File: src/rtl/ddr2_pkg.sv
// Shared DDR2 capture-path definitions: packer FSM states, burst geometry and lane width.
package ddr2_pkg;

  typedef enum logic [2:0] {
    ST_IDLE,
    ST_ARMED,
    ST_CAPTURE,
    ST_FLUSH,
    ST_DONE
  } state_t;

  localparam int unsigned BURST_WORDS     = 16;
  localparam int unsigned LANE_W          = 16;
  // Controller burst length in 32-bit beats
  localparam int unsigned DDR_BURST_BEATS = BURST_WORDS * 2;

endpackage

File: src/rtl/sample_decimator.sv
// Sample qualifier for the packer: passes every (decim+1)-th valid sample.
// Instantiated by ddr2_sample_packer only when SAMPLE_PACKER_DECIM_EN is defined.
module sample_decimator
  import ddr2_pkg::*;
(
  input  logic       clk,
  input  logic       reset_n,
  input  logic       restart,
  input  logic       sample_valid,
  input  logic [7:0] decim,
  output logic       accept
);

  logic [7:0] cnt;

  assign accept = sample_valid && (cnt == decim);

  // cnt holds the number of valid samples skipped since the last accepted one
  always_ff @(posedge clk or negedge reset_n) begin
    if (!reset_n) begin
      cnt <= '0;
    end else if (restart) begin
      cnt <= '0;
    end else if (sample_valid) begin
      cnt <= accept ? '0 : cnt + 8'd1;
    end
  end

endmodule

File: src/rtl/ddr2_sample_packer.sv
// Packs 16-bit samples four-per-word into the DDR2 input FIFO, padding aborted records to whole bursts.
// Optional decimation of the sample stream with SAMPLE_PACKER_DECIM_EN.
module ddr2_sample_packer
  import ddr2_pkg::*;
#(
  parameter int unsigned BURST_WORDS = ddr2_pkg::BURST_WORDS,
  parameter int unsigned LEN_W       = 16
) (
  input  logic              clk,
  input  logic              reset_n,
  input  logic              arm,
  input  logic              abort,
  input  logic              trigger,
  input  logic [LEN_W-1:0]  record_bursts,
  input  logic [15:0]       sample_in,
  input  logic              sample_valid,
`ifdef SAMPLE_PACKER_DECIM_EN
  input  logic [7:0]        decim,
`endif
  output logic              ib_we,
  output logic [63:0]       ib_wdata,
  input  logic              ib_full,
  output logic              busy,
  output logic              done,
  output logic              overflow,
  output logic [LEN_W+3:0]  words_written
);

  localparam int unsigned CW = LEN_W + 4;
  typedef logic [CW-1:0] cnt_t;

  state_t                 state;
  logic [1:0]             lane;
  logic [3*LANE_W-1:0]    lane_buf;
  logic [63:0]            out_reg;
  logic                   pending;
  logic                   flush_part;
  cnt_t                   target;

  logic                   accept;
  logic                   take;
  logic                   pending_eff;
  logic                   word_done;
  logic [1:0]             lane_nxt;
  logic [3*LANE_W-1:0]    buf_nxt;
  logic [63:0]            word_nxt;
  cnt_t                   ww_nxt;
  cnt_t                   queued;

`ifdef SAMPLE_PACKER_DECIM_EN
  sample_decimator u_decim (
    .clk          (clk),
    .reset_n      (reset_n),
    .restart      ((state == ST_ARMED) && sample_valid && trigger),
    .sample_valid ((state == ST_CAPTURE) && sample_valid),
    .decim        (decim),
    .accept       (accept)
  );
`else
  assign accept = sample_valid;
`endif

  assign ib_we       = pending && !ib_full;
  assign ib_wdata    = out_reg;
  assign busy        = state inside {ST_ARMED, ST_CAPTURE, ST_FLUSH};
  assign pending_eff = pending && !ib_we;
  assign ww_nxt      = words_written + cnt_t'(ib_we);
  assign queued      = words_written + cnt_t'(pending);
  // Once every word of the record is written or queued, later samples are ignored
  assign take        = (state == ST_CAPTURE) && accept && (queued != target);

  always_comb begin
    word_done = take && (lane == 2'd3);
    word_nxt  = {sample_in, lane_buf};
    lane_nxt  = take ? lane + 2'd1 : lane;
    buf_nxt   = lane_buf;
    if (take) begin
      if (lane == 2'd3) buf_nxt = '0;
      else              buf_nxt[lane*LANE_W +: LANE_W] = sample_in;
    end
  end

  always_ff @(posedge clk or negedge reset_n) begin
    if (!reset_n) begin
      state         <= ST_IDLE;
      lane          <= '0;
      lane_buf      <= '0;
      out_reg       <= '0;
      pending       <= 1'b0;
      flush_part    <= 1'b0;
      target        <= '0;
      overflow      <= 1'b0;
      words_written <= '0;
      done          <= 1'b0;
    end else begin
      done <= 1'b0;
      if (ib_we) begin
        pending       <= 1'b0;
        words_written <= ww_nxt;
      end
      case (state)
        ST_IDLE, ST_DONE: begin
          if (arm) begin
            target        <= cnt_t'(record_bursts) * cnt_t'(BURST_WORDS);
            lane          <= '0;
            lane_buf      <= '0;
            pending       <= 1'b0;
            flush_part    <= 1'b0;
            overflow      <= 1'b0;
            words_written <= '0;
            if (record_bursts == '0) begin
              state <= ST_DONE;
              done  <= 1'b1;
            end else begin
              state <= ST_ARMED;
            end
          end
        end
        ST_ARMED: begin
          if (abort) begin
            state <= ST_DONE;
            done  <= 1'b1;
          end else if (sample_valid && trigger) begin
            lane_buf <= {{(2*LANE_W){1'b0}}, sample_in};
            lane     <= 2'd1;
            state    <= ST_CAPTURE;
          end
        end
        ST_CAPTURE: begin
          lane     <= lane_nxt;
          lane_buf <= buf_nxt;
          if (word_done) begin
            if (pending_eff) begin
              overflow <= 1'b1;
            end else begin
              out_reg <= word_nxt;
              pending <= 1'b1;
            end
          end
          if (ib_we && (ww_nxt == target)) begin
            state <= ST_DONE;
            done  <= 1'b1;
          end else if (abort) begin
            flush_part <= (lane_nxt != 2'd0);
            state      <= ST_FLUSH;
          end
        end
        ST_FLUSH: begin
          // Output register frees up: queue the partial word first, then zero pad
          if (!pending_eff) begin
            if (flush_part) begin
              out_reg    <= {{LANE_W{1'b0}}, lane_buf};
              pending    <= 1'b1;
              flush_part <= 1'b0;
              lane       <= '0;
              lane_buf   <= '0;
            end else if ((ww_nxt % cnt_t'(BURST_WORDS)) != '0) begin
              out_reg <= '0;
              pending <= 1'b1;
            end else begin
              state <= ST_DONE;
              done  <= 1'b1;
            end
          end
        end
        default: state <= ST_IDLE;
      endcase
    end
  end

endmodule
File: config.mk
export PLATFORM = sky130hd
export DESIGN_NAME = ddr2_sample_packer
export DESIGN_NICKNAME = d
export VERILOG_FILES = /design/src/rtl/ddr2_pkg.sv /design/src/rtl/sample_decimator.sv /design/src/rtl/ddr2_sample_packer.sv
export SDC_FILE = /design/constraint.sdc
export NUM_CORES = 1
export LEC_CHECK = 0
export ABC_AREA = 1
export ABC_CLOCK_PERIOD_IN_PS = 3800
export CAP_MARGIN = 20
export CORE_MARGIN = 3
export CORE_UTILIZATION = 40
export CTS_CLUSTER_SIZE = 40
export DETAILED_ROUTE_END_ITERATION = 12
export GPL_TIMING_DRIVEN = 0
export SLEW_MARGIN = 40
export SYNTH_ARGS = -nofsm -noshare
export SYNTH_HDL_FRONTEND = slang
export SYNTH_SLANG_ARGS = --single-unit
File: constraint.sdc
create_clock -name clk -period 3.8 [get_ports clk]
set_clock_uncertainty 0.2 [all_clocks]
set_input_delay 0.76 -clock clk [delete_from_list [all_inputs] [get_ports clk]]
set_output_delay 0.76 -clock clk [all_outputs]
set_load 0.01 [all_outputs]
==> parameters.txt, run 1 <==
Parameter                              Value

Outcome
  Result of the run    complete, no violations

Floorplanning
  Num ports    127
  Total number of placement rows    52
  Area of the die    approximately 23,000 um2
  Vert. Die Dim    around 150 um
  Die outline width    between 150 and 200 um
  Starting density of the core    41.2%
  Area of the core    20,500 um2

Setup path
  Sort of element at the start of the critical path    input pin
  Worst setup path class    input pin to flop
  Cell-by-cell listing of the critical path    dlymetal6s2s_1 > nor2_4 > buf_8 > clkbuf_8 > ha_1 > nand3_1 > inv_1 > nand2_1 > nor2_1 > inv_1 > nor2_1 > o21ai_0 > nor2_1 > nand2_1 > nor2_1 > nand3_1 > nand2_1 > o21ai_0 > nand2_1 > nand2_1
  Crit-path max FO    11
  Slowest stage cell on the critical path    sky130_fd_sc_hd__nor2_1
  Required time at the worst-slack endpoint    about 3.9 ns
  Sort of element at the end of the critical path    flop
  CP peak stage delay    around 0.27 ns
  Signal arrival time at the worst endpoint    around 3.4 ns
  Critical path's most frequent cell    sky130_fd_sc_hd__nand2_1

CTS
  Bufs on Longest Clock Path    2
  Clk pin slew, worst setup/hold paths    ~0.070 ns
  Total clock sinks    157
  Library cell used as clock root buffer    sky130_fd_sc_hd__clkbuf_16
  H-tree lvl count    4
  Clock network latency to the later pin of the worst-skew pair    roughly 0.43 ns
  Number of buffers created by CTS    17
  CTS tree    done

Pwr
  IR Drop Worst-Case VDD    approximately 0.38 mV
  Ratio of total power to cell area    between 600 and 700 nW/um2
  Leakage    roughly 4.8 nW

STA
  Fmax    roughly 300 MHz
  Min Tclk post-route    roughly 3.3 ns
  Final setup fails    0
  Final critical-path share of the clock period    approximately 87%
  Aggregate negative setup slack    0 ns
  RSZ-0062 raised after global routing    false
  Slew of the pin with the lowest slew margin    ~0.67 ns
  Worst slew slack as a fraction of its limit    55.0%
  Endpoints failing hold    0
  Worst hold margin    roughly 0.29 ns
  Max-slew violation total from the final report    0

Global route
  Largest net degree at the start of global routing    68
  First-pass GRT wire length    39,200 um
  Combined global-route utilization of all metal layers    a little over a fifth
  Vias in the first global route    approximately 7,300
  Antenna violations before repair    0
  Global route total overflow    0

Detailed routing
  Vias per cell    5.03
  Overall routed net length    between 20,000 and 25,000 um
  ANT nets after route    0
  Initial DRT Pass Iterations    5
  Routed wire per std cell    approximately 16 um
  First DRT Iteration DRCs    roughly 590
  Total via count in the routed design    roughly 7,900
  Remaining routing DRC violations    0

Place
  Placement-stage cell area    10,100 um2
  Quantity of I/O buffers inserted on ports    around 130
  Final GP Congestion    just over 0.9
  Placed wire-length estimate    18,500 um

Final layout
  Commonest non-fill, non-tap cells in the layout    378 x sky130_fd_sc_hd__nand2_1, 157 x sky130_fd_sc_hd__dfrtp_1, 124 x sky130_fd_sc_hd__clkdlybuf4s50_1, 99 x sky130_fd_sc_hd__inv_1, 80 x sky130_fd_sc_hd__nor2_1
  # diodes    0
  Fraction of layout instances using a drive strength above 1    7.32%
  Layout-stage area growth over the synthesis result    28.1%
  Storage cell area    ~3900 um2
  Final std cell area, no fill    between 10,000 and 15,000 um2
  Most common library cell in the layout ignoring fill and taps    sky130_fd_sc_hd__nand2_1
  Final-stage net count    about 1,300
  Area of the multi-input gates    about 3800 um2
  Filler Cells Inserted    just over 2,000

Synthesis
  Total standard cell area after synthesis    around 8400 um2
  Top-area cell type share of the netlist area    a little under half
  Syn_area_per_cell    between 7 and 8 um2
  Cell types with the largest area share after synthesis    sky130_fd_sc_hd__dfrtp_1 47%, sky130_fd_sc_hd__nand2_1 17%, sky130_fd_sc_hd__o21ai_1 4.5%
  Number of library cell types mapped by synthesis    37
  Post-Syn Instances    1,133
  Syn nets    about 1,200
  Total of warnings raised by yosys    0
  Fraction of the yosys area taken by sequential cells    46.6%
  Cell type with the largest total area after synthesis    sky130_fd_sc_hd__dfrtp_1
  Flop and latch count out of synthesis    about 160

Run
  Maxcap violations    0

Hold path
  Tightest Hold Check Type    flop to flop
[flip-flops by register name (all words and copies together) (netlist names)]
register	cells
ib_wdata	64
lane_buf	48
words_written	20
target	16
state	3
lane	2
done	1
flush_part	1
overflow	1
pending	1
[logic make-up (layout without fill, tap and decap cells)]
family,Yosys count,after routing,share of synthesized area [%]
and+or+nand+nor,580,580,28.4
DFF,157,157,46.6
buffers and inverters,159,323,8.56
AOI/OAI and AO/OA,207,207,13.0
xor gates and xnor gates,21,21,2.18
adders and majority gates,9,9,1.33
[path summary, 6_finish.rpt]
check                        startpoint               end  slack (ns)  cells after the start
max in group asynchronous       reset_n      lane_buf[19]        2.19                      3
hold reg to reg            ib_wdata[53]      ib_wdata[53]        0.29                      2
setup reg to reg                pending          state[0]        0.51                     20
setup / recovery                ib_full          state[0]        0.49                     20
min in group asynchronous       reset_n  words_written[0]        0.59                      2
hold / removal             ib_wdata[53]      ib_wdata[53]        0.29                      2
[layer usage]
layer | global-route usage, % | up-vias | wire length (um)
li1 | - | 3949 | -
met1 | 33.6 | 3655 | 12300
met2 | 32.7 | 262 | 10600
met3 | 3.32 | 22 | 1520
met4 | 4.67 | 0 | 252
met5 | 0 | - | 0
[cell usage after synthesis]
cell                          n
sky130_fd_sc_hd__nor3b_1      3
sky130_fd_sc_hd__o21ai_1     76
sky130_fd_sc_hd__o22ai_1     19
sky130_fd_sc_hd__dfrtp_1    157
sky130_fd_sc_hd__nor4_1       2
sky130_fd_sc_hd__inv_2        4
sky130_fd_sc_hd__nand3b_1     1
sky130_fd_sc_hd__nor2_4       2
sky130_fd_sc_hd__xnor2_1      6
sky130_fd_sc_hd__buf_2        4
sky130_fd_sc_hd__clkinv_1     2
sky130_fd_sc_hd__nand4_1      7
sky130_fd_sc_hd__nand2_1    379
sky130_fd_sc_hd__buf_4        6
sky130_fd_sc_hd__clkbuf_1    28
sky130_fd_sc_hd__o21bai_1     2
sky130_fd_sc_hd__buf_6       13
sky130_fd_sc_hd__xor2_1      15
sky130_fd_sc_hd__or2_2        1
sky130_fd_sc_hd__nand3_1     69
sky130_fd_sc_hd__nand2_2      5
sky130_fd_sc_hd__nor2_1      84
sky130_fd_sc_hd__nor2_2       8
sky130_fd_sc_hd__buf_1        3
sky130_fd_sc_hd__o21bai_4     1
sky130_fd_sc_hd__nor3_1      15
sky130_fd_sc_hd__ha_1         9
sky130_fd_sc_hd__a21oi_1     29
sky130_fd_sc_hd__o2111ai_1    1
sky130_fd_sc_hd__a21oi_2      1
sky130_fd_sc_hd__or4_1        1
sky130_fd_sc_hd__a211oi_1     2
sky130_fd_sc_hd__o21ai_0     74
sky130_fd_sc_hd__inv_1       99
sky130_fd_sc_hd__o31ai_1      1
sky130_fd_sc_hd__nand3_2      3
sky130_fd_sc_hd__o211ai_1     1
[critical path, delay by kind of cell]
| family | cells | cell delay, ns |
|---|---|---|
| AO/OA/AOI/OAI | 2 | 0.24 |
| buffers and inverters | 5 | 0.71 |
| AND/OR/NAND/NOR | 12 | 1.51 |
| adder cells (fa/ha/maj) | 1 | 0.19 |
[final cells by class]
cell class	count	area share, %
clock buffer	18	4.06
sequential	157	36.4
buffer	54	3.23
inverter	105	3.65
multi-input combinational	817	35.4
tap	270	3.13
clock inverter	14	1.66
timing repair buffer	132	12.6
[metrics by stage]
step	total power [mW]	setup slack [ns]	util, %	instances
3_5_place_dp	5.54	-1.43	49.3	1531
6_report	7.33	0.485	52.7	1567
2_1_floorplan	4.34	0.0963	-	1133
4_1_cts	7.34	0.0613	52.6	1566
3_3_place_gp	5.52	-4.98	49.0	1529
5_1_grt	7.86	0.250	52.7	1567
[report_power, final]
group          switching, mW  internal [mW]
Combinational           2.07           1.20
Sequential             0.267           2.02
Clock                  0.770           1.01
[repair_timing]
item | CTS | global route
endpoints found under the setup margin | 80 | 5
resized for setup | 12 | 5
hold endpoints to repair | 25 | 0
hold buffers | 1 | 0
pin swaps | 1 | 2
setup buffers | 2 | 1
Note: power is estimated with default switching activity, not from simulation.
==> run 2, diff against run 1 <==
--- a/config.mk
+++ b/config.mk
@@ -7,9 +7,9 @@
 export LEC_CHECK = 0
 export ABC_AREA = 1
 export ABC_CLOCK_PERIOD_IN_PS = 3800
-export CAP_MARGIN = 20
+export CAP_MARGIN = 40
 export CORE_MARGIN = 3
-export CORE_UTILIZATION = 40
+export CORE_UTILIZATION = 41
 export CTS_CLUSTER_SIZE = 40
 export DETAILED_ROUTE_END_ITERATION = 12
 export GPL_TIMING_DRIVEN = 0
==> parameters.txt, run 2 (synthesized netlist as in run 1, its figures left out) <==
Parameter                              Value

Final layout
  Most common library cell in the layout ignoring fill and taps    sky130_fd_sc_hd__nand2_1
  Layout-stage area growth over the synthesis result    27.9%
  Final-stage net count    1,331 (-0.075%)
  Filler Cells Inserted    1,953 (-3.9%)
  Flip-flop count of the largest register, all copies and words added    64 (unchanged)
  Final std cell area, no fill    10,800 um2 (-0.14%)
  Commonest non-fill, non-tap cells in the layout    377 x sky130_fd_sc_hd__nand2_1, 157 x sky130_fd_sc_hd__dfrtp_1, 125 x sky130_fd_sc_hd__clkdlybuf4s50_1, 99 x sky130_fd_sc_hd__inv_1
  Final instance count without filler cells    1,561 (-0.38%)
  Post-layout utilization of the core    54.4% (+1.6 points)
  # diodes    0 (unchanged)
  Fraction of layout instances using a drive strength above 1    7.72% (+0.39 points)

Place
  Final GP Congestion    0.924 (+0.36%)
  Quantity of I/O buffers inserted on ports    126 (unchanged)
  Placement-stage cell area    10,100 um2 (about the same)
  Worst setup timing slack at the placement stage    -1.45 ns (-0.0209 ns)
  Placed wire-length estimate    18,800 um (+1.2%)
  Number of cells in the design after placement    1,526 (-0.33%)

CTS
  Bufs on Longest Clock Path    2 (unchanged)
  Clk pin slew, worst setup/hold paths    0.07 ns (about the same)
  CTS tree    done
  Number of buffers created by CTS    17 (unchanged)
  H-tree lvl count    4 (unchanged)
  Total clock sinks    157 (unchanged)
  Clock network latency to the later pin of the worst-skew pair    0.43 ns (about the same)
  Library cell used as clock root buffer    sky130_fd_sc_hd__clkbuf_16

Setup path
  Crit-path max FO    20 (+9)
  Worst setup path class    input pin to flop
  Number of cells on the worst reg-to-reg path    20 (unchanged)
  Signal arrival time at the worst endpoint    3.61 ns (+0.17 ns)
  Required time at the worst-slack endpoint    3.92 ns (about the same)
  Slowest stage cell on the critical path    sky130_fd_sc_hd__clkdlybuf4s50_1
  Worst reg-to-reg setup slack    0.67 ns (+0.16 ns)
  Cell-by-cell listing of the critical path    clkdlybuf4s50_1 > nor2_2 > buf_8 > ha_1 > ha_2 > nand3_2 > nor2_4 > nand2_4 > nor2_4 > nand2_1 > o21ai_0 > nor2_1 > nand2_1 > nor2_2 > nand3_1 > nand2_1 > nand2_1 > inv_1 > nand2_1 > nand2_1
  CP peak stage delay    0.48 ns (+0.21 ns)
  Sort of element at the end of the critical path    flop
  Sort of element at the start of the critical path    input pin
  Critical path's most frequent cell    sky130_fd_sc_hd__nand2_1

Detailed routing
  ANT nets after route    0 (unchanged)
  Remaining routing DRC violations    0 (unchanged)
  First DRT Iteration DRCs    595 (+1.0%)
  Initial DRT Pass Iterations    5 (unchanged)
  Vias per cell    5.09 (+1.1%)
  Overall routed net length    24,700 um (+0.17%)
  Total via count in the routed design    7,944 (+0.71%)
  Routed wire per std cell    15.8 um (+0.55%)

STA
  Final critical-path share of the clock period    91.7% (+4.5 points)
  Fmax    287 MHz (-4.9%)
  Max-slew violation total from the final report    0 (unchanged)
  Min Tclk post-route    3.49 ns (+0.170 ns)
  Slew of the pin with the lowest slew margin    0.652 ns (-0.0162 ns)
  Endpoints failing hold    0 (unchanged)
  RSZ-0062 raised after global routing    false
  Worst slew slack as a fraction of its limit    56.5% (+1.4 points)
  Slack of the critical path    0.315 ns (-0.170 ns)
  Final setup fails    0 (unchanged)
  Worst hold margin    0.288 ns (+0.000352 ns)

Global route
  Largest net degree at the start of global routing    64 (-5.9%)
  Vias in the first global route    7,533 (+2.6%)
  First-pass GRT wire length    40,200 um (+2.4%)
  Antenna violations before repair    0 (unchanged)
  Combined global-route utilization of all metal layers    22.9% (+1.0 points)
  Global route total overflow    0 (unchanged)

Pwr
  Ratio of total power to cell area    674 nW/um2 (-0.68%)
  IR Drop Worst-Case VDD    0.406 mV (+6.3%)
  Leakage    4.82 nW (about the same)

Floorplanning
  Area of the core    19,800 um2 (-3.2%)
  Vert. Die Dim    149 um (-1.2%)
  Num ports    127 (unchanged)
  Area of the die    22,300 um2 (-2.3%)
  Total number of placement rows    51 (-1.9%)
  Starting density of the core    42.5% (+1.3 points)
  Die outline width    149 um (-1.2%)

Run
  Maxcap violations    0 (unchanged)

Hold path
  Tightest Hold Check Type    flop to flop
  Worst hold stages    2 (unchanged)

Outcome
  Result of the run    complete, no violations
[run 2: worst paths after layout]
check                              from           end
min reg2reg                ib_wdata[31]  ib_wdata[31]
max reg2reg                     pending      state[1]
min in group asynchronous       reset_n     target[4]
max                             ib_full      state[1]
min                        ib_wdata[31]  ib_wdata[31]
max in group asynchronous       reset_n  lane_buf[16]
[run 2: stage by stage]
stage / TNS [ns] / power (mW)
after floorplan: 0 / 4.34
after global placement: -842.83 / 5.52
after detailed placement: -75.97 / 5.54
after CTS: 0 / 7.29
after global routing: 0 / 7.83
final: 0 / 7.27
[run 2: worst max-delay path, delay by kind of cell]
kind | cells | cell delay [ns]
AOI/OAI and AO/OA | 1 | 0.15
buffers and inverters | 3 | 0.75
and+or+nand+nor | 14 | 1.53
adders and majority gates | 2 | 0.41
[run 2: cell type report]
type	instances	area, um2	share of cell area [%]
buffer	53	335	3.11
clock buffer	19	443	4.11
clock inverter	13	145	1.35
inverter	105	394	3.65
multi-input combinational	817	3860	35.8
sequential	157	3930	36.4
tap	265	332	3.07
timing repair buffer	132	1350	12.5
[run 2: repair_timing]
action,CTS,global route
setup buffers,0,3
resized for setup,11,14
endpoints found under the hold margin,15,0
pin swaps,1,3
hold buffers,1,0
setup endpoints to repair,79,65
[run 2: power by group]
part / leakage (nW) / switching (mW) / internal [mW]
logic: 2.41 / 2.08 / 1.20
registers: 2.12 / 0.264 / 2.02
clock network: 0.284 / 0.763 / 0.950
total: 4.82 / 3.11 / 4.16
[run 2: metal layers]
layer | track usage (%) | vias up | share of wire (%)
met5 | 0 | - | 0
met4 | 5.63 | 0 | 1.3
li1 | - | 3956 | -
met2 | 33.8 | 240 | 44
met1 | 35.0 | 3721 | 48
met3 | 4.00 | 27 | 6.8
